===== config.mk =====
export PLATFORM = sky130hd
export DESIGN_NAME = dma_fifo_flat
export DESIGN_NICKNAME = d
export VERILOG_FILES = /design/src/rtl/dma_fifo_pkg.sv /design/src/rtl/dma_fifo_if.sv /design/src/rtl/dma_fifo_byte_ptr.sv /design/src/rtl/dma_fifo.sv /design/src/flat_wrapper.sv
export SDC_FILE = /design/constraint.sdc
export NUM_CORES = 1
export LEC_CHECK = 0
export CORE_MARGIN = 4
export CORE_UTILIZATION = 57
export DETAILED_ROUTE_END_ITERATION = 6
export PLACE_DENSITY_LB_ADDON = 0.25
export SYNTH_ARGS = -nofsm -noshare
export SYNTH_HDL_FRONTEND = slang
export SYNTH_SLANG_ARGS = --single-unit

===== constraint.sdc =====
create_clock -name CLK -period 3.8 [get_ports CLK]
set_input_delay 0.95 -clock CLK [delete_from_list [all_inputs] [get_ports CLK]]
set_output_delay 0.95 -clock CLK [all_outputs]
set_load 0.005 [all_outputs]

===== src/rtl/dma_fifo_pkg.sv =====
`default_nettype none
// ============================================================================
// dma_fifo_pkg : shared types and constants for the DMA longword staging FIFO
// Revision     : 1.0
// ============================================================================
package dma_fifo_pkg;

    // Byte-pointer / byte-lane index: lane 0 = bits 7:0 ... lane 3 = bits 31:24
    typedef logic [1:0] bptr_t;

    localparam bptr_t c_lane0 = 2'd0;
    localparam bptr_t c_lane1 = 2'd1;
    localparam bptr_t c_lane2 = 2'd2;
    localparam bptr_t c_lane3 = 2'd3;

    localparam int c_depth = 8;
    localparam int c_ptr_w = 3;

endpackage
`default_nettype wire


===== src/rtl/dma_fifo_if.sv =====
`default_nettype none
// ============================================================================
// dma_fifo_if : datapath <-> staging FIFO handshake and status bundle
// Revision    : 1.0
// ============================================================================
interface dma_fifo_if;

    logic [31:0] FIFO_ID;
    logic        LLWORD;
    logic        LHWORD;
    logic        LBYTE;
    logic        INCFIFO;
    logic        DECFIFO;
    logic        INCBPTR;
    logic        ACR;
    logic [31:0] FIFO_OD;
    logic        BO0;
    logic        BO1;
    logic        BOEQ3;
    logic        FIFOFULL;
    logic        FIFOEMPTY;

    modport master (
        output FIFO_ID, LLWORD, LHWORD, LBYTE, INCFIFO, DECFIFO, INCBPTR, ACR,
        input  FIFO_OD, BO0, BO1, BOEQ3, FIFOFULL, FIFOEMPTY
    );

    modport slave (
        input  FIFO_ID, LLWORD, LHWORD, LBYTE, INCFIFO, DECFIFO, INCBPTR, ACR,
        output FIFO_OD, BO0, BO1, BOEQ3, FIFOFULL, FIFOEMPTY
    );

endinterface
`default_nettype wire


===== src/rtl/dma_fifo_byte_ptr.sv =====
`default_nettype none
// ============================================================================
// fifo_byte_ptr : 2-bit byte-lane pointer with flush, decodes BO0/BO1/BOEQ3
// Revision      : 1.0
// ============================================================================
module fifo_byte_ptr
    import dma_fifo_pkg::*;
(
    input  wire logic  clk,
    input  wire logic  rst_n,
    input  wire logic  i_clr,
    input  wire logic  i_inc,
    output bptr_t      o_bptr,
    output logic       o_bo0,
    output logic       o_bo1,
    output logic       o_boeq3
);

    bptr_t r_bptr;

    always_ff @(posedge clk) begin
        if (!rst_n || i_clr) begin
            r_bptr <= c_lane0;
        end else if (i_inc) begin
            r_bptr <= r_bptr + 2'd1;
        end
    end

    assign o_bptr  = r_bptr;
    assign o_bo0   = r_bptr[0];
    assign o_bo1   = r_bptr[1];
    assign o_boeq3 = (r_bptr == c_lane3);

endmodule
`default_nettype wire


===== src/rtl/dma_fifo.sv =====
`default_nettype none
// ============================================================================
// dma_fifo : longword staging FIFO with byte/word lane writes and byte pointer
// Revision : 1.0
// ============================================================================
module dma_fifo
    import dma_fifo_pkg::*;
#(
    parameter int DEPTH = c_depth,
    parameter int PTR_W = c_ptr_w
) (
    input  wire logic  CLK,
    input  wire logic  RESET_,
    dma_fifo_if.slave  bus
);

    localparam logic [PTR_W-1:0] c_ptr_one = {{(PTR_W-1){1'b0}}, 1'b1};
    localparam logic [PTR_W:0]   c_cnt_one = {{PTR_W{1'b0}}, 1'b1};
    localparam logic [PTR_W:0]   c_cnt_full = (PTR_W+1)'(DEPTH);

    logic [31:0]      r_mem [DEPTH];
    logic [PTR_W-1:0] r_wptr;
    logic [PTR_W-1:0] r_rptr;
    logic [PTR_W:0]   r_count;

    bptr_t            w_bptr;
    logic [3:0]       w_lane_we;
    logic             w_full;
    logic             w_empty;
    logic             w_push;
    logic             w_pop;

    fifo_byte_ptr u_byte_ptr (
        .clk     (CLK),
        .rst_n   (RESET_),
        .i_clr   (bus.ACR),
        .i_inc   (bus.INCBPTR),
        .o_bptr  (w_bptr),
        .o_bo0   (bus.BO0),
        .o_bo1   (bus.BO1),
        .o_boeq3 (bus.BOEQ3)
    );

    assign w_full  = (r_count == c_cnt_full);
    assign w_empty = (r_count == '0);
    // Push/pop are gated on the pre-edge count, so full+both pops only and empty+both pushes only
    assign w_push  = bus.INCFIFO && !w_full;
    assign w_pop   = bus.DECFIFO && !w_empty;

    always_comb begin
        w_lane_we          = 4'b0000;
        w_lane_we[c_lane0] = bus.LLWORD;
        w_lane_we[c_lane1] = bus.LLWORD;
        w_lane_we[c_lane2] = bus.LHWORD;
        w_lane_we[c_lane3] = bus.LHWORD;
        if (bus.LBYTE) begin
            w_lane_we[w_bptr] = 1'b1;
        end
    end

    always_ff @(posedge CLK) begin
        if (!RESET_) begin
            r_wptr  <= '0;
            r_rptr  <= '0;
            r_count <= '0;
            for (int i = 0; i < DEPTH; i++) begin
                r_mem[i] <= '0;
            end
        end else if (bus.ACR) begin
            // Flush keeps memory contents; only the bookkeeping is cleared
            r_wptr  <= '0;
            r_rptr  <= '0;
            r_count <= '0;
        end else begin
            for (int l = 0; l < 4; l++) begin
                if (w_lane_we[l]) begin
                    r_mem[r_wptr][l*8 +: 8] <= bus.FIFO_ID[l*8 +: 8];
                end
            end
            if (w_push) begin
                r_wptr <= r_wptr + c_ptr_one;
            end
            if (w_pop) begin
                r_rptr <= r_rptr + c_ptr_one;
            end
            unique case ({w_push, w_pop})
                2'b10:   r_count <= r_count + c_cnt_one;
                2'b01:   r_count <= r_count - c_cnt_one;
                default: r_count <= r_count;
            endcase
        end
    end

    assign bus.FIFO_OD   = r_mem[r_rptr];
    assign bus.FIFOFULL  = w_full;
    assign bus.FIFOEMPTY = w_empty;

endmodule
`default_nettype wire


===== src/flat_wrapper.sv =====
// flat-port wrapper written by rule: the top's interface ports become plain ports
module dma_fifo_flat import dma_fifo_pkg::*;
#(
    parameter int DEPTH = c_depth,
    parameter int PTR_W = c_ptr_w
)
  (CLK, RESET_, bus_FIFO_ID, bus_LLWORD, bus_LHWORD, bus_LBYTE, bus_INCFIFO, bus_DECFIFO, bus_INCBPTR, bus_ACR, bus_FIFO_OD, bus_BO0, bus_BO1, bus_BOEQ3, bus_FIFOFULL, bus_FIFOEMPTY);
  dma_fifo_if bus_i ();
  input  wire logic CLK;
  input  wire logic RESET_;
  input wire logic [$bits(bus_i.FIFO_ID)-1:0] bus_FIFO_ID;
  input wire logic [$bits(bus_i.LLWORD)-1:0] bus_LLWORD;
  input wire logic [$bits(bus_i.LHWORD)-1:0] bus_LHWORD;
  input wire logic [$bits(bus_i.LBYTE)-1:0] bus_LBYTE;
  input wire logic [$bits(bus_i.INCFIFO)-1:0] bus_INCFIFO;
  input wire logic [$bits(bus_i.DECFIFO)-1:0] bus_DECFIFO;
  input wire logic [$bits(bus_i.INCBPTR)-1:0] bus_INCBPTR;
  input wire logic [$bits(bus_i.ACR)-1:0] bus_ACR;
  output wire logic [$bits(bus_i.FIFO_OD)-1:0] bus_FIFO_OD;
  output wire logic [$bits(bus_i.BO0)-1:0] bus_BO0;
  output wire logic [$bits(bus_i.BO1)-1:0] bus_BO1;
  output wire logic [$bits(bus_i.BOEQ3)-1:0] bus_BOEQ3;
  output wire logic [$bits(bus_i.FIFOFULL)-1:0] bus_FIFOFULL;
  output wire logic [$bits(bus_i.FIFOEMPTY)-1:0] bus_FIFOEMPTY;
  assign bus_i.FIFO_ID = bus_FIFO_ID;
  assign bus_i.LLWORD = bus_LLWORD;
  assign bus_i.LHWORD = bus_LHWORD;
  assign bus_i.LBYTE = bus_LBYTE;
  assign bus_i.INCFIFO = bus_INCFIFO;
  assign bus_i.DECFIFO = bus_DECFIFO;
  assign bus_i.INCBPTR = bus_INCBPTR;
  assign bus_i.ACR = bus_ACR;
  assign bus_FIFO_OD = bus_i.FIFO_OD;
  assign bus_BO0 = bus_i.BO0;
  assign bus_BO1 = bus_i.BO1;
  assign bus_BOEQ3 = bus_i.BOEQ3;
  assign bus_FIFOFULL = bus_i.FIFOFULL;
  assign bus_FIFOEMPTY = bus_i.FIFOEMPTY;
  dma_fifo #(.DEPTH(DEPTH), .PTR_W(PTR_W)) u_core (.CLK(CLK), .RESET_(RESET_), .bus(bus_i));
endmodule

==> After elaboration in Yosys (flattened, before gate mapping) <==
Memories as Yosys holds them, arrays and structs flattened. A register that Yosys moved wholly into a read port is not among the register bits.
Index checks and enable logic that the tools add are counted.
{ "totals": {"wordCells": 55, "register_bits": 12, "rom_bits": 0, "memories": 1, "latch_bits": 0, "output_inout_bits": 37, "mem_bits_rw": 256} }
{ "memory_table": {"columns": ["name", "depth", "word_bits", "rd", "rd_clocked_by_memory_dff", "write_ports", "line", "text"], "rows": [
  ["u_core.r_mem", 8, 32, 1, 1, 8, "dma_fifo.sv:21", "logic [31:0] r_mem [DEPTH];"]
]} }
{ "op_classes": {"order_cmp": 2, "muxes": 26, "add_sub_neg": 5, "shift": 0, "n_bitwise": 2, "n_eq_ne": 4, "reduce_logical": 11, "multipliers": 0, "div_mod_pow": 0} }
{ "op_table": {"columns": ["op", "count"], "rows": [
  ["two-way mux 32 bit", 1],
  ["OR reduction 32 bit", 1],
  ["two-way mux 1 bit", 18],
  ["two-way mux 3 bit", 3],
  ["two-way mux 4 bit", 2],
  ["case mux 4 bit (2 select lines)", 1],
  ["adder 3 x 1 -> 3 bit, second input constant", 2],
  ["adder 4 x 1 -> 4 bit, second input constant", 1],
  ["equality test 2 bit, second input constant", 2],
  ["equality test 4 bit, second input constant", 1],
  ["zero test 4 bit", 1],
  ["OR 4 bit", 1],
  ["subtractor 4 x 1 -> 4 bit, second input constant", 1],
  ["logical AND 1 bit", 3],
  ["zero test 1 bit", 3],
  ["< comparator 2 x 3 -> 1 bit, second input constant", 1],
  ["adder 2 x 1 -> 2 bit, second input constant", 1],
  ["demux 1 bit (select 2 bit)", 1],
  ["equality test 2 x 1 -> 1 bit, second input constant", 1],
  [">= comparator 2 x 1 -> 1 bit, second input constant", 1],
  ["nonzero test 2 bit", 1],
  ["OR reduction 2 bit", 1],
  ["logical OR 1 bit", 1],
  ["inverter 1 bit", 1]
]} }

==> Logic depth before layout (Yosys ltp) <==
{ "depth": {"depth_word": 12, "ltp_mapped": 9, "ltp_nobuf": 9} }

==> Hierarchy <==
From an unflattened synthesis, not the netlist that was laid out.
{ "unflattened": {"hier_cells": 794, "hier_area_um2": 12687.2} }
{ "modules_own_cells": {"columns": ["mod", "cells_each", "area_each_um2", "n_inst", "seq_area_each_um2"], "rows": [
  ["dma_fifo", 784, 12587.1, 1, 7947.6],
  ["fifo_byte_ptr", 10, 100.1, 1, 40.0]
]} }

==> Worst setup path before layout <==
OpenSTA, ideal clock, no wires.
{ "synth_path": {"path_kind": "input port to flip-flop", "from": "input port bus_ACR", "to": "memory u_core.r_mem[3][16] (enable)", "slack_ns": 1.036, "stages": 6, "arrival_time_ns": 2.380, "n_path_buf": 3, "required_time_ns": 3.416, "cell_sequence": "nand2b_1 buf_2 or2_1 buf_4 buf_6 o21ai_0"} }
{ "synth_rtl": {"columns": ["element", "line", "text"], "rows": [
  ["start, declared", "flat_wrapper.sv:18", "input wire logic [$bits(bus_i.ACR)-1:0] bus_ACR;"],
  ["end, declared", "dma_fifo.sv:21", null]
]} }

==> metrics.csv <==
stage;metric;value;unit
placed_design;port_buffers;77;
yosys;syn_avg_cell_area;15.7;µm²
cells_and_area;syn_to_final_growth;16.9;%
grt;grt_start_max_net_pins;65;
clock_network;clk_latency;0.52;ns
sta;skew;0.00551;ns
worst_hold_path;hold_depth;2;
yosys;synth-warning-count;0;
routing;drcViolationCount;0;
cells_and_area;drive_gt1_share;23.6;%
yosys;synth_xor_area_share;0.487;%
yosys;ys_ff_latch;271;
cells_and_area;fill_cells;1471;
die;die-area;24500;µm²
power;leakage;5.29;nW
clock_network;numCtsBuffers;27;
yosys;ys_types;36;
clock_network;cts_setup_buffers;0;
clock_network;clock_sinks;271;
sta;report.final.slew_viol_count;0;
yosys;synth_flop_cell;edfxtp_1;
routing;wirelength;27200;µm
placed_design;dpl.hpwl;17500;µm
routing;drt_iter0_drc;716;
sta;rsz0062_at_grt;no;
yosys;synth_top_cells_by_count;256 x and2_1, 256 x edfxtp_1, 64 x mux4_2;
yosys;synth_top_area_share;61.0;%
sta;worst_pin_slew;0.880;ns
setup_path;cp-start-kind;flip-flop;
routing;num_vias;7018;
grt;antenna_found_initial;0;
sta;slew_headroom;41.3;%
clock_network;clock_tree.root_cell;clkbuf_16;
yosys;synth_area_leaders;edfxtp_1 61%, and2_1 13%, mux4_2 11%;
cells_and_area;antenna_cells;0;
yosys;synthAdderAreaFrac;1.05;%
sta;layout_setup_ws;0.281;ns
grt;globalRouteTotalUtil;22.8;%
sta;finalCriticalPeriod;3.52;ns
routing;drtAntennaViolNets;0;
placed_design;gp_congestion;0.806;
clock_network;h-tree-depth;1;
setup_path;setup.worst_path.class;reg -> out;
die;core;21800;µm²
yosys;synth_mux_area_share;14.4;%
die;start_util;57.9;%
grt;grt_remaining_overflow;0;
routing;detail_route.wl_per_cell;22.4;µm
cells_and_area;fin_nets;969;
yosys;synth_edf_count;256;
yosys;async_flop_share;0;%
power;power.density;436;nW/µm²
setup_path;cp-end-kind;output pin;
setup_path;max_stage_delay;0.55;ns
setup_path;crit_fanout;24;
power;ir_drop;0.000285;V
yosys;netlist_area;12600;µm²
flow_run;max-cap-violations;0;
routing;firstDrtPassIters;6;
yosys;synth-seq-area-share;63.4;%
sta;post-route-period-util;92.6;%
yosys;synth_area_leader_cell;edfxtp_1;
setup_path;worst_r2r_path_depth;9;
setup_path;slowest_stage;mux4_2;
grt;grt_pass1_vias;7500;
worst_hold_path;hold_path_class;reg -> reg;
clock_network;hold_buffers;0;
clock_network;clkSlewWorstSetupHoldPaths;0.06;ns
sta;hold_viol;0;
die;rows;54;
routing;viasPerCell;5.77;
sta;setup_violations;0;
yosys;synth_nets;853;
yosys;synth_compound_area_share;1.88;%
clock_network;clock_path_buffers;3;
placed_design;place_ws;0.631;ns
yosys;yosys.area_share.simple;16.5;%
yosys;synth_top_family_by_area;simple AND/OR/NAND/NOR gates;
sta;max_freq;0.284;GHz
die;io_pins;78;
grt;grt_pass1_wl;42500;µm
status;status;completed;
die;die_w;157;µm
setup_path;crit_path_cell_trace;buf_12 -> mux4_2 -> mux2_2 -> clkdlybuf4s50_1;
setup_path;critPathRequiredTime;2.85;ns
clock_network;cts_resized;0;
die;die_h;157;µm
clock_network;cts_tree;built;
setup_path;cp.arrival;2.57;ns
yosys;synthCells;802;
sta;fin_setup_tns;0;ns
## critical path: cells and delay by family (launching register included)
family	cells	cell delay, ns
buf+inv	2	0.71
flops	1	0.49
mux	2	0.83
## power by group
part	switching, mW	leakage (nW)	internal, mW
registers	0.0372	2.77	3.37
logic	0.214	2.11	0.215
clock network	1.08	0.407	1.50
total	1.34	5.29	5.08
## cell usage in the layout, fill, tap and decap left out, drive strengths merged, types with 4 or more instances in the layout
master / instances
clkdlybuf4s50: 77
mux2: 32
clkbuf: 30
a21oi: 9
xor2: 5
o21ai: 33
or2: 4
mux4: 64
nand3: 4
nor2: 46
buf: 48
ha: 9
inv: 7
dfxtp: 15
clkinv: 10
nand2: 6
edfxtp: 256
and2: 256
clkinvlp: 5
## sequential cells by signal, summed over array words and instances (netlist names), named ones only
name                      flops
u_core.r_count                4
u_core.r_mem                256
u_core.r_rptr                 3
u_core.r_wptr                 3
u_core.u_byte_ptr.o_bptr      2
## routing by layer
metal	track usage, %	up-vias	routed length (µm)
met1	30.9	3546	11000
met5	0	-	0
met4	6.36	0	676
li1	-	3192	-
met3	3.37	52	1550
met2	39.1	228	14000
## logic make-up after synthesis
logic type	Yosys count
xor+xnor	7
mux	97
simple gates	327
compound gates	45
fa+ha+maj	10
buf+inv	45
flops	271
## path summary, 6_finish.rpt
check                    startpoint                 to  slack [ns]
setup / recovery          flip-flop    bus_FIFO_OD[18]        0.28
hold / removal     u_core.r_rptr[1]          flip-flop        0.50
setup reg to reg  u_core.r_count[0]  u_core.r_count[2]        1.27
hold reg to reg    u_core.r_rptr[1]          flip-flop        0.50
## final cells by class
cell class                      instances  area [µm²]  share of cell area [%]
Sequential cell                       271        7990                    54.3
Multi-Input combinational cell        486        4320                    29.3
Timing Repair Buffer                  125        1180                    8.02
Clock buffer                           30         687                    4.66
Tap cell                              280         350                    2.38
Clock inverter                         18         171                    1.16
Inverter                                7        26.3                   0.178
## per-stage QoR
step           total power [mW]  area [µm²]  hold slack [ns]  cells  util [%]
4_1_cts                    6.46       14700            0.510   1208      67.4
2_1_floorplan              3.67       12600            0.466    802         -
5_1_grt                    6.64       14700            0.552   1217      67.7
6_report                   6.42       14700            0.499   1217      67.7
3_5_place_dp               3.90       13800            0.495   1160      63.4
3_3_place_gp               3.87       13800            0.474   1160      63.4
No activity file was read; power rests on OpenSTA's default activity.
